[src/rtl/rob_fill_writer.sv]
// ROB fill producer: round-robin arbiter for two units in front of a small result FIFO.
// Optional ROB_FILL_STALL_CNT_EN adds a saturating stall_cnt output.
module rob_fill_writer #(
    parameter int ROB_IDX_W = 5,
    parameter int DATA_W    = 32,
    parameter int DEPTH     = 4
) (
    input  logic                   clk,
    input  logic                   rst,
    input  logic                   a_valid,
    output logic                   a_ready,
    input  logic [ROB_IDX_W-1:0]   a_idx,
    input  logic [DATA_W-1:0]      a_data,
    input  logic                   a_exc,
    input  logic                   b_valid,
    output logic                   b_ready,
    input  logic [ROB_IDX_W-1:0]   b_idx,
    input  logic [DATA_W-1:0]      b_data,
    input  logic                   b_exc,
    input  logic                   flush,
    output logic                   fill_valid,
    input  logic                   fill_ready,
    output logic [ROB_IDX_W-1:0]   fill_idx,
    output logic [DATA_W-1:0]      fill_data,
    output logic                   fill_exc,
    output logic [$clog2(DEPTH):0] occ
`ifdef ROB_FILL_STALL_CNT_EN
    ,
    output logic [15:0]            stall_cnt
`endif
);

    localparam int PTR_W = $clog2(DEPTH);
    localparam int OCC_W = PTR_W + 1;

    typedef struct packed {
        logic [ROB_IDX_W-1:0] idx;
        logic [DATA_W-1:0]    data;
        logic                 exc;
    } entry_t;

    typedef enum logic {
        SRC_A = 1'b0,
        SRC_B = 1'b1
    } src_e;

    entry_t     mem [DEPTH];
    logic [PTR_W-1:0] wr_ptr;
    logic [PTR_W-1:0] rd_ptr;
    src_e       prio;
    src_e       grant;
    entry_t     wr_entry;
    logic       full;
    logic       empty;
    logic       can_push;
    logic       push;
    logic       pop;
    logic       both_valid;

    assign full       = (occ == OCC_W'(DEPTH));
    assign empty      = (occ == '0);
    assign both_valid = a_valid && b_valid;

    always_comb begin
        grant = SRC_A;
        if (both_valid) begin
            grant = prio;
        end else if (b_valid) begin
            grant = SRC_B;
        end
    end

    // Readiness ignores fill_ready so a full FIFO never takes a push.
    assign can_push = !full && !flush && !rst;
    assign a_ready  = (grant == SRC_A) && can_push;
    assign b_ready  = (grant == SRC_B) && can_push;
    assign push     = (a_valid && a_ready) || (b_valid && b_ready);

    always_comb begin
        wr_entry = '{idx: a_idx, data: a_data, exc: a_exc};
        if (grant == SRC_B) begin
            wr_entry = '{idx: b_idx, data: b_data, exc: b_exc};
        end
    end

    assign fill_valid = !empty && !flush && !rst;
    assign pop        = fill_valid && fill_ready;
    assign fill_idx   = mem[rd_ptr].idx;
    assign fill_data  = mem[rd_ptr].data;
    assign fill_exc   = mem[rd_ptr].exc;

    always_ff @(posedge clk) begin
        if (push) begin
            mem[wr_ptr] <= wr_entry;
        end
    end

    always_ff @(posedge clk) begin
        if (rst || flush) begin
            wr_ptr <= '0;
            rd_ptr <= '0;
            occ    <= '0;
            prio   <= SRC_A;
        end else begin
            if (push) begin
                wr_ptr <= wr_ptr + 1'b1;
            end
            if (pop) begin
                rd_ptr <= rd_ptr + 1'b1;
            end
            unique case ({push, pop})
                2'b10:   occ <= occ + 1'b1;
                2'b01:   occ <= occ - 1'b1;
                default: occ <= occ;
            endcase
            // Only a contended push rotates priority.
            if (push && both_valid) begin
                prio <= (prio == SRC_A) ? SRC_B : SRC_A;
            end
        end
    end

`ifdef ROB_FILL_STALL_CNT_EN
    always_ff @(posedge clk) begin
        if (rst) begin
            stall_cnt <= '0;
        end else if (fill_valid && !fill_ready && stall_cnt != 16'hFFFF) begin
            stall_cnt <= stall_cnt + 16'd1;
        end
    end
`endif

endmodule

[config.mk]
export PLATFORM = sky130hd
export DESIGN_NAME = rob_fill_writer
export DESIGN_NICKNAME = d
export VERILOG_FILES = /design/src/rtl/rob_fill_writer.sv
export SDC_FILE = /design/constraint.sdc
export NUM_CORES = 1
export LEC_CHECK = 0
export BUFFER_PORTS_ARGS = -buffer_cell sky130_fd_sc_hd__buf_2
export CAP_MARGIN = 0
export CORE_UTILIZATION = 35
export CTS_CLUSTER_DIAMETER = 60
export DETAILED_ROUTE_END_ITERATION = 7
export GPL_TIMING_DRIVEN = 0
export PLACE_DENSITY = 0.55
export SLEW_MARGIN = 20
export SYNTH_ARGS = -nofsm -noshare
export SYNTH_HDL_FRONTEND = slang
export SYNTH_SLANG_ARGS = --single-unit
[constraint.sdc]
create_clock -name clk -period 3.2 [get_ports clk]
set_input_delay 0.32 -clock clk [delete_from_list [all_inputs] [get_ports clk]]
set_output_delay 0.32 -clock clk [all_outputs]
set_load 0.05 [all_outputs]
* Word-level counts from Yosys, hierarchy flattened
Memories as Yosys holds them, arrays and structs flattened. A register that Yosys moved wholly into a read port is not among the register bits.
Cells that the tools add are included.
** Operators by class
- Add/sub/neg operators :: 4
- Bitwise logic cells :: 1
- Equality and inequality tests :: 3
- Reduce and logical (&&, ||, !) cells :: 19
- Muxes and demuxes :: 9
** Operators with widths (count)
- 2-to-1 mux 38 bit :: 1
- logical AND 1 bit :: 11
- one-hot mux 3 bit (2 select lines) :: 1
- 2-to-1 mux 1 bit :: 5
- adder 2 x 1 -> 2 bit, second input constant :: 2
- logical NOT 1 bit :: 4
- 2-to-1 mux 2 bit :: 2
- adder 3 x 1 -> 3 bit, second input constant :: 1
- == test 3 bit, second input constant :: 1
- logical NOT 3 bit :: 1
- subtractor 3 x 1 -> 3 bit, second input constant :: 1
- == test 2 x 1 -> 1 bit, second input constant :: 1
- == test 2 bit, second input constant :: 1
- logical OR 1 bit :: 2
- nonzero test 2 bit :: 1
- NOT 1 bit :: 1
** Word-level totals
- Bits of input ports :: 82
- Output and inout port bits :: 44
- Memory bits (writable) :: 152
- Flip-flop bits (word level) :: 8
- Logic and storage cells :: 41
- Memories :: 1
** Memory list
- mem :: depth 4, bits a word 38, read ports 1, clocked after Yosys merged registers in 1, wr ports 1, RTL line 47 : entry_t mem [DEPTH];

* Depth between registers and ports, before layout
- Depth in word-level cells :: 9
- Gate-level depth with buffers :: 10
- Mapped depth without buffers :: 9

* Worst setup path after synthesis
OpenSTA, ideal clock, no wires.
- Path kind :: reg-to-reg
- Start point :: reg occ[0]
- End point :: mem mem[0][0] (netlist name), enable pin
- Clock period less this slack :: 2.579 ns
- Required time :: 2.801 ns
- Stages on the path, launching flop included :: 5
- Setup slack :: 0.621 ns
- Setup time :: 0.399 ns
- Data arrival time :: 2.180 ns
- Buffers on the path :: 1
- Cell sequence :: dfxtp_1 -> clkbuf_2 -> nor3b_4 -> nor3_2 -> and2_1
** Between the ends
- Word-level cells in the longest chain between the ends :: 9
- Elaborated cells between the ends (all ways) :: 11
- Classes of those cells :: eq/ne: 1; mux: 2; reduce/logical: 8
** Ends and longest elaborated chain
- start: declaration :: RTL line 26 : output logic [$clog2(DEPTH):0] occ
- start signal: assignment :: RTL line 112 : 2'b10: occ <= occ + 1'b1;
- start signal: assignment :: RTL line 113 : 2'b01: occ <= occ - 1'b1;
- == test 3 bit * :: RTL line 60 : assign full = (occ == OCC_W'(DEPTH));
- logical NOT 1 bit * :: RTL line 74 : assign can_push = !full && !flush && !rst;
- logical AND 1 bit * (2 in series) :: RTL line 74
- logical AND 1 bit, on equally long branches :: RTL line 75, 76
- logical AND 1 bit :: RTL line 77 : assign push = (a_valid && a_ready) || (b_valid && b_ready);
- logical OR 1 bit * :: RTL line 77
- 2-to-1 mux 1 bit * :: RTL line 93 : if (push) begin
- 2-to-1 mux 1 bit (implied by the code) * :: RTL line 94 : mem[wr_ptr] <= wr_entry;
- end: declaration :: RTL line 47
Mark *: on every way between the ends. The rest lies on a longest branch, timed or not.

* Worst setup path after layout
- Start point :: reg occ[0]
- End point :: reg occ[2]
** Between the ends
- Word-level cells in the longest chain between the ends :: 9
- Elaborated cells between the ends (all ways) :: 20
- Classes of those cells :: add/sub: 2; eq/ne: 3; mux: 1; reduce/logical: 14
** Ends and longest elaborated chain
- == test 3 bit :: RTL line 60
- logical NOT 1 bit :: RTL line 74
- logical AND 1 bit (2 in series) :: RTL line 74
- logical AND 1 bit, on equally long branches :: RTL line 75, 76
- logical AND 1 bit :: RTL line 77
- logical OR 1 bit :: RTL line 77
- == test 2 x 1 -> 1 bit or == test 2 bit (tied branches) :: RTL line 111 : unique case ({push, pop})
- one-hot mux 3 bit (2 select lines) or nonzero test 2 bit (tied branches)
Parallel ways exist; a longest one is shown, timed or not.
A chain may end at the register's enable or synchronous reset.

==> summary.txt <==
Setup path
  – Worst endpoint required time: 3.55 ns
  – Critical path cell sequence: clkbuf_2 > nor3b_4 > nor3_2 > inv_1 > ha_1 > inv_1 > fa_1 > xor2_1 > or3_1 > a21oi_1
  – Worst reg2reg path depth: 10
  – CP Launch Type: flip-flop
  – Critical path peak fanout: 9
  – Crit-path most repeated cell: inv_1
  – CP Data Arrival Time: 2.67 ns
  – CP Capture Type: flip-flop
  – Setup CP Type: flip-flop to flip-flop
  – Worst path slowest cell: nor3b_4
  – Max incr delay on CP: 0.37 ns

Detailed routing
  – Drc violations: 18
  – Average routed wire per standard cell: 17.9 µm
  – Via-to-Cell Ratio: 4.81
  – ANT nets after route: 0
  – Initial drt markers: 158
  – Overall via count from detail_route: 3345
  – Total routed wirelength: 12500 µm
  – First-pass detailed-route iteration total: 6

Timing
  – Final Skew: 0.00806 ns
  – Final hold vios: 0
  – Worst Tran Pin Value: 0.709 ns
  – Tcrit/Tclk final: 72.6%
  – Final Slew Violations: 0
  – Final setup vio count: 0
  – Final setup TNS: 0 ns
  – Unrepaired setup endpoints after global routing: no
  – Slew Limit Headroom: 52.7%
  – Crit path time final: 2.32 ns
  – Max Freq: 431 MHz

Final layout
  – Synthesis-to-layout area growth: 24.5%
  – Final Non-Filler Cells: 695
  – Layout cells sized above 1: 53.2%
  – Diodes inserted: 0
  – # nets final: 542

Clock tree
  – Worst-path clk slew: 0.06 ns
  – Later-pin clock latency in the skew report: 0.41 ns
  – H-tree Lvls: 4
  – Setup Buffers After CTS: 0
  – TritonCTS clock tree: built
  – Root Buffer: clkbuf_16
  – # resized after CTS: 0
  – Post-CTS Hold Buffers: 0
  – CTS Buf Count: 17
  – Clock Tree Buf Depth: 2
  – Clock sink count: 162

Power
  – Pwr Total: 4.78 mW
  – Pleak: 2.82 nW
  – Power Dens Cells: 590 nW/µm²
  – Maximum vdd drop: 0.348 mV

Run
  – Number of max-cap violations: 0

Outcome
  – Failing checks: design-rule violations
  – Status: complete, but fails checks

Place
  – Gpl congestion: 0.691
  – HPWL after detailed placement: 8230 µm
  – # placed instances: 664
  – I/O Buffers: 125

Logic synthesis
  – Synth warnings: 0
  – Syn Nets: 394
  – Netlist cell types: 29
  – Register bit total from synthesis: 162
  – Seq/Total Area, Yosys: 73.2%
  – Synthesized area per cell: 21.3 µm²
  – Post-Syn Area: 6500 µm²
  – Syn Inst Count: 306

GRT
  – GR Util All Layers: 14.1%
  – Vias in the first global route: 3579
  – First-pass GRT wire length: 19900 µm
  – Initial antenna violation count: 0
  – Largest net degree at the start of global routing: 26
  – Gr ovfl total: 0

Worst hold path
  – WHS Path Cells: 4
  – Min-Delay Path Class: input port to flip-flop

Floorplanning
  – Cell Rows: 49
  – Chip width: 138 µm
  – Initial Util: 36.0%
  – Core ar.: 18100 µm²
  – Die height: 138 µm
  – I/O Pins: 126
  – DIE AREA: 19100 µm²
==> layer usage <==
metal | track usage (%) | share of wire [%] | vias to the layer above
li1 | - | - | 1541
met1 | 17.9 | 45 | 1693
met2 | 23.2 | 49 | 100
met3 | 4.19 | 4.8 | 11
met4 | 4.79 | 0.99 | 0
met5 | 0 | 0 | -
==> path summary, 6_finish.rpt <==
check,from,end,slack (ns)
worst min-delay path,rst,wr_ptr[1]$_SDFFE_PP0P_,0.21
worst max register to register,occ[0]$_SDFFE_PP0P_,occ[2]$_SDFFE_PP0P_,0.88
worst max-delay path,occ[0]$_SDFFE_PP0P_,occ[2]$_SDFFE_PP0P_,0.88
worst min register to register,prio$_SDFFE_PP0P_,prio$_SDFFE_PP0P_,0.52
==> area by class of cell <==
| class | count | area (µm²) |
|---|---|---|
| fillers | 1564 | 9980 |
| multi-input cells | 123 | 1620 |
| well taps | 229 | 287 |
| inverters | 7 | 26.3 |
| repair buffers | 129 | 706 |
| flip-flops and latches | 162 | 4760 |
| clock buffers | 20 | 437 |
| plain buffers | 14 | 96.3 |
| clock inverters | 11 | 163 |
==> registers in the layout (all words and copies together) (netlist names), named ones only <==
register / count
rd_ptr: 2
occ: 3
mem: 152
wr_ptr: 2
prio: 1
==> worst max-delay path, delay by kind of cell, from the launching register on <==
family,cells,cell delay (ns)
simple gates,3,0.79
buf+inv,3,0.31
flops,1,0.31
compound gates,1,0.14
xor+xnor,1,0.16
fa+ha+maj,2,0.55
==> power breakdown <==
group	total [mW]	internal, mW	leakage (nW)	switching, mW
Clock	2.06	1.30	0.287	0.769
Sequential	2.38	2.37	1.46	0.00846
Combinational	0.333	0.128	1.07	0.205
==> logic make-up (layout without fill, tap and decap cells) <==
logic type                 Yosys count  after routing  synth area share, %
DFF                                162            162                 73.2
AOI/OAI and AO/OA                   12             12                 1.15
muxes                               76             76                 19.7
buffers and inverters               21            181                 1.89
xor gates and xnor gates             4              4                0.539
and+or+nand+nor                     25             25                 2.17
adders and majority gates            6              6                 1.27
==> synthesized netlist by cell type <==
master / number / area share (%)
nand2_1: 2 / 0.12
o31ai_1: 2 / 0.23
nor2_1: 10 / 0.58
a21oi_1: 4 / 0.31
mux2_2: 34 / 5.9
ha_1: 5 / 0.96
o311ai_0: 1 / 0.13
nor3_2: 1 / 0.15
o211ai_1: 1 / 0.12
buf_6: 3 / 0.52
o21ai_2: 1 / 0.13
mux4_2: 38 / 13
buf_4: 4 / 0.46
clkbuf_1: 2 / 0.12
or3_1: 3 / 0.29
or2_2: 1 / 0.096
nor3_1: 2 / 0.15
nor3b_1: 1 / 0.12
xor2_1: 4 / 0.54
dfxtp_1: 10 / 3.1
clkbuf_2: 1 / 0.077
fa_1: 1 / 0.31
buf_2: 4 / 0.31
nor3b_4: 1 / 0.29
and2_1: 4 / 0.38
inv_1: 7 / 0.40
edfxtp_1: 152 / 70
mux2_1: 4 / 0.69
o21ai_0: 3 / 0.23
==> through the flow <==
step	hold WS (ns)	area (µm²)	util (%)	setup slack (ns)
detailed placement	0.514	7500	41.5	0.708
global placement	0.483	7420	41.0	0.00955
global route	0.199	8100	44.8	0.659
CTS	0.183	8100	44.8	0.845
finish	0.210	8100	44.8	0.877
floorplan	0.472	6500	-	0.621
==> layout by cell type, fill, tap and decap left out, types with 2 or more instances in the layout <==
cell type,synthesis,routed
mux2_2,34,34
ha_1,5,5
bufinv_16,0,4
and2_2,0,4
buf_12,0,4
dfxtp_1,10,10
nor3_1,2,2
nor2_1,10,10
o31ai_1,2,2
inv_1,7,7
xor2_1,4,4
mux4_2,38,38
clkinv_2,0,3
nand2_1,2,2
clkinvlp_4,0,2
buf_2,4,129
clkbuf_1,2,5
buf_4,4,4
buf_6,3,3
or3_1,3,3
edfxtp_1,152,152
o21ai_0,3,3
clkbuf_16,0,17
a21oi_1,4,4
mux2_1,4,4
(Power assumes the default switching activity.)
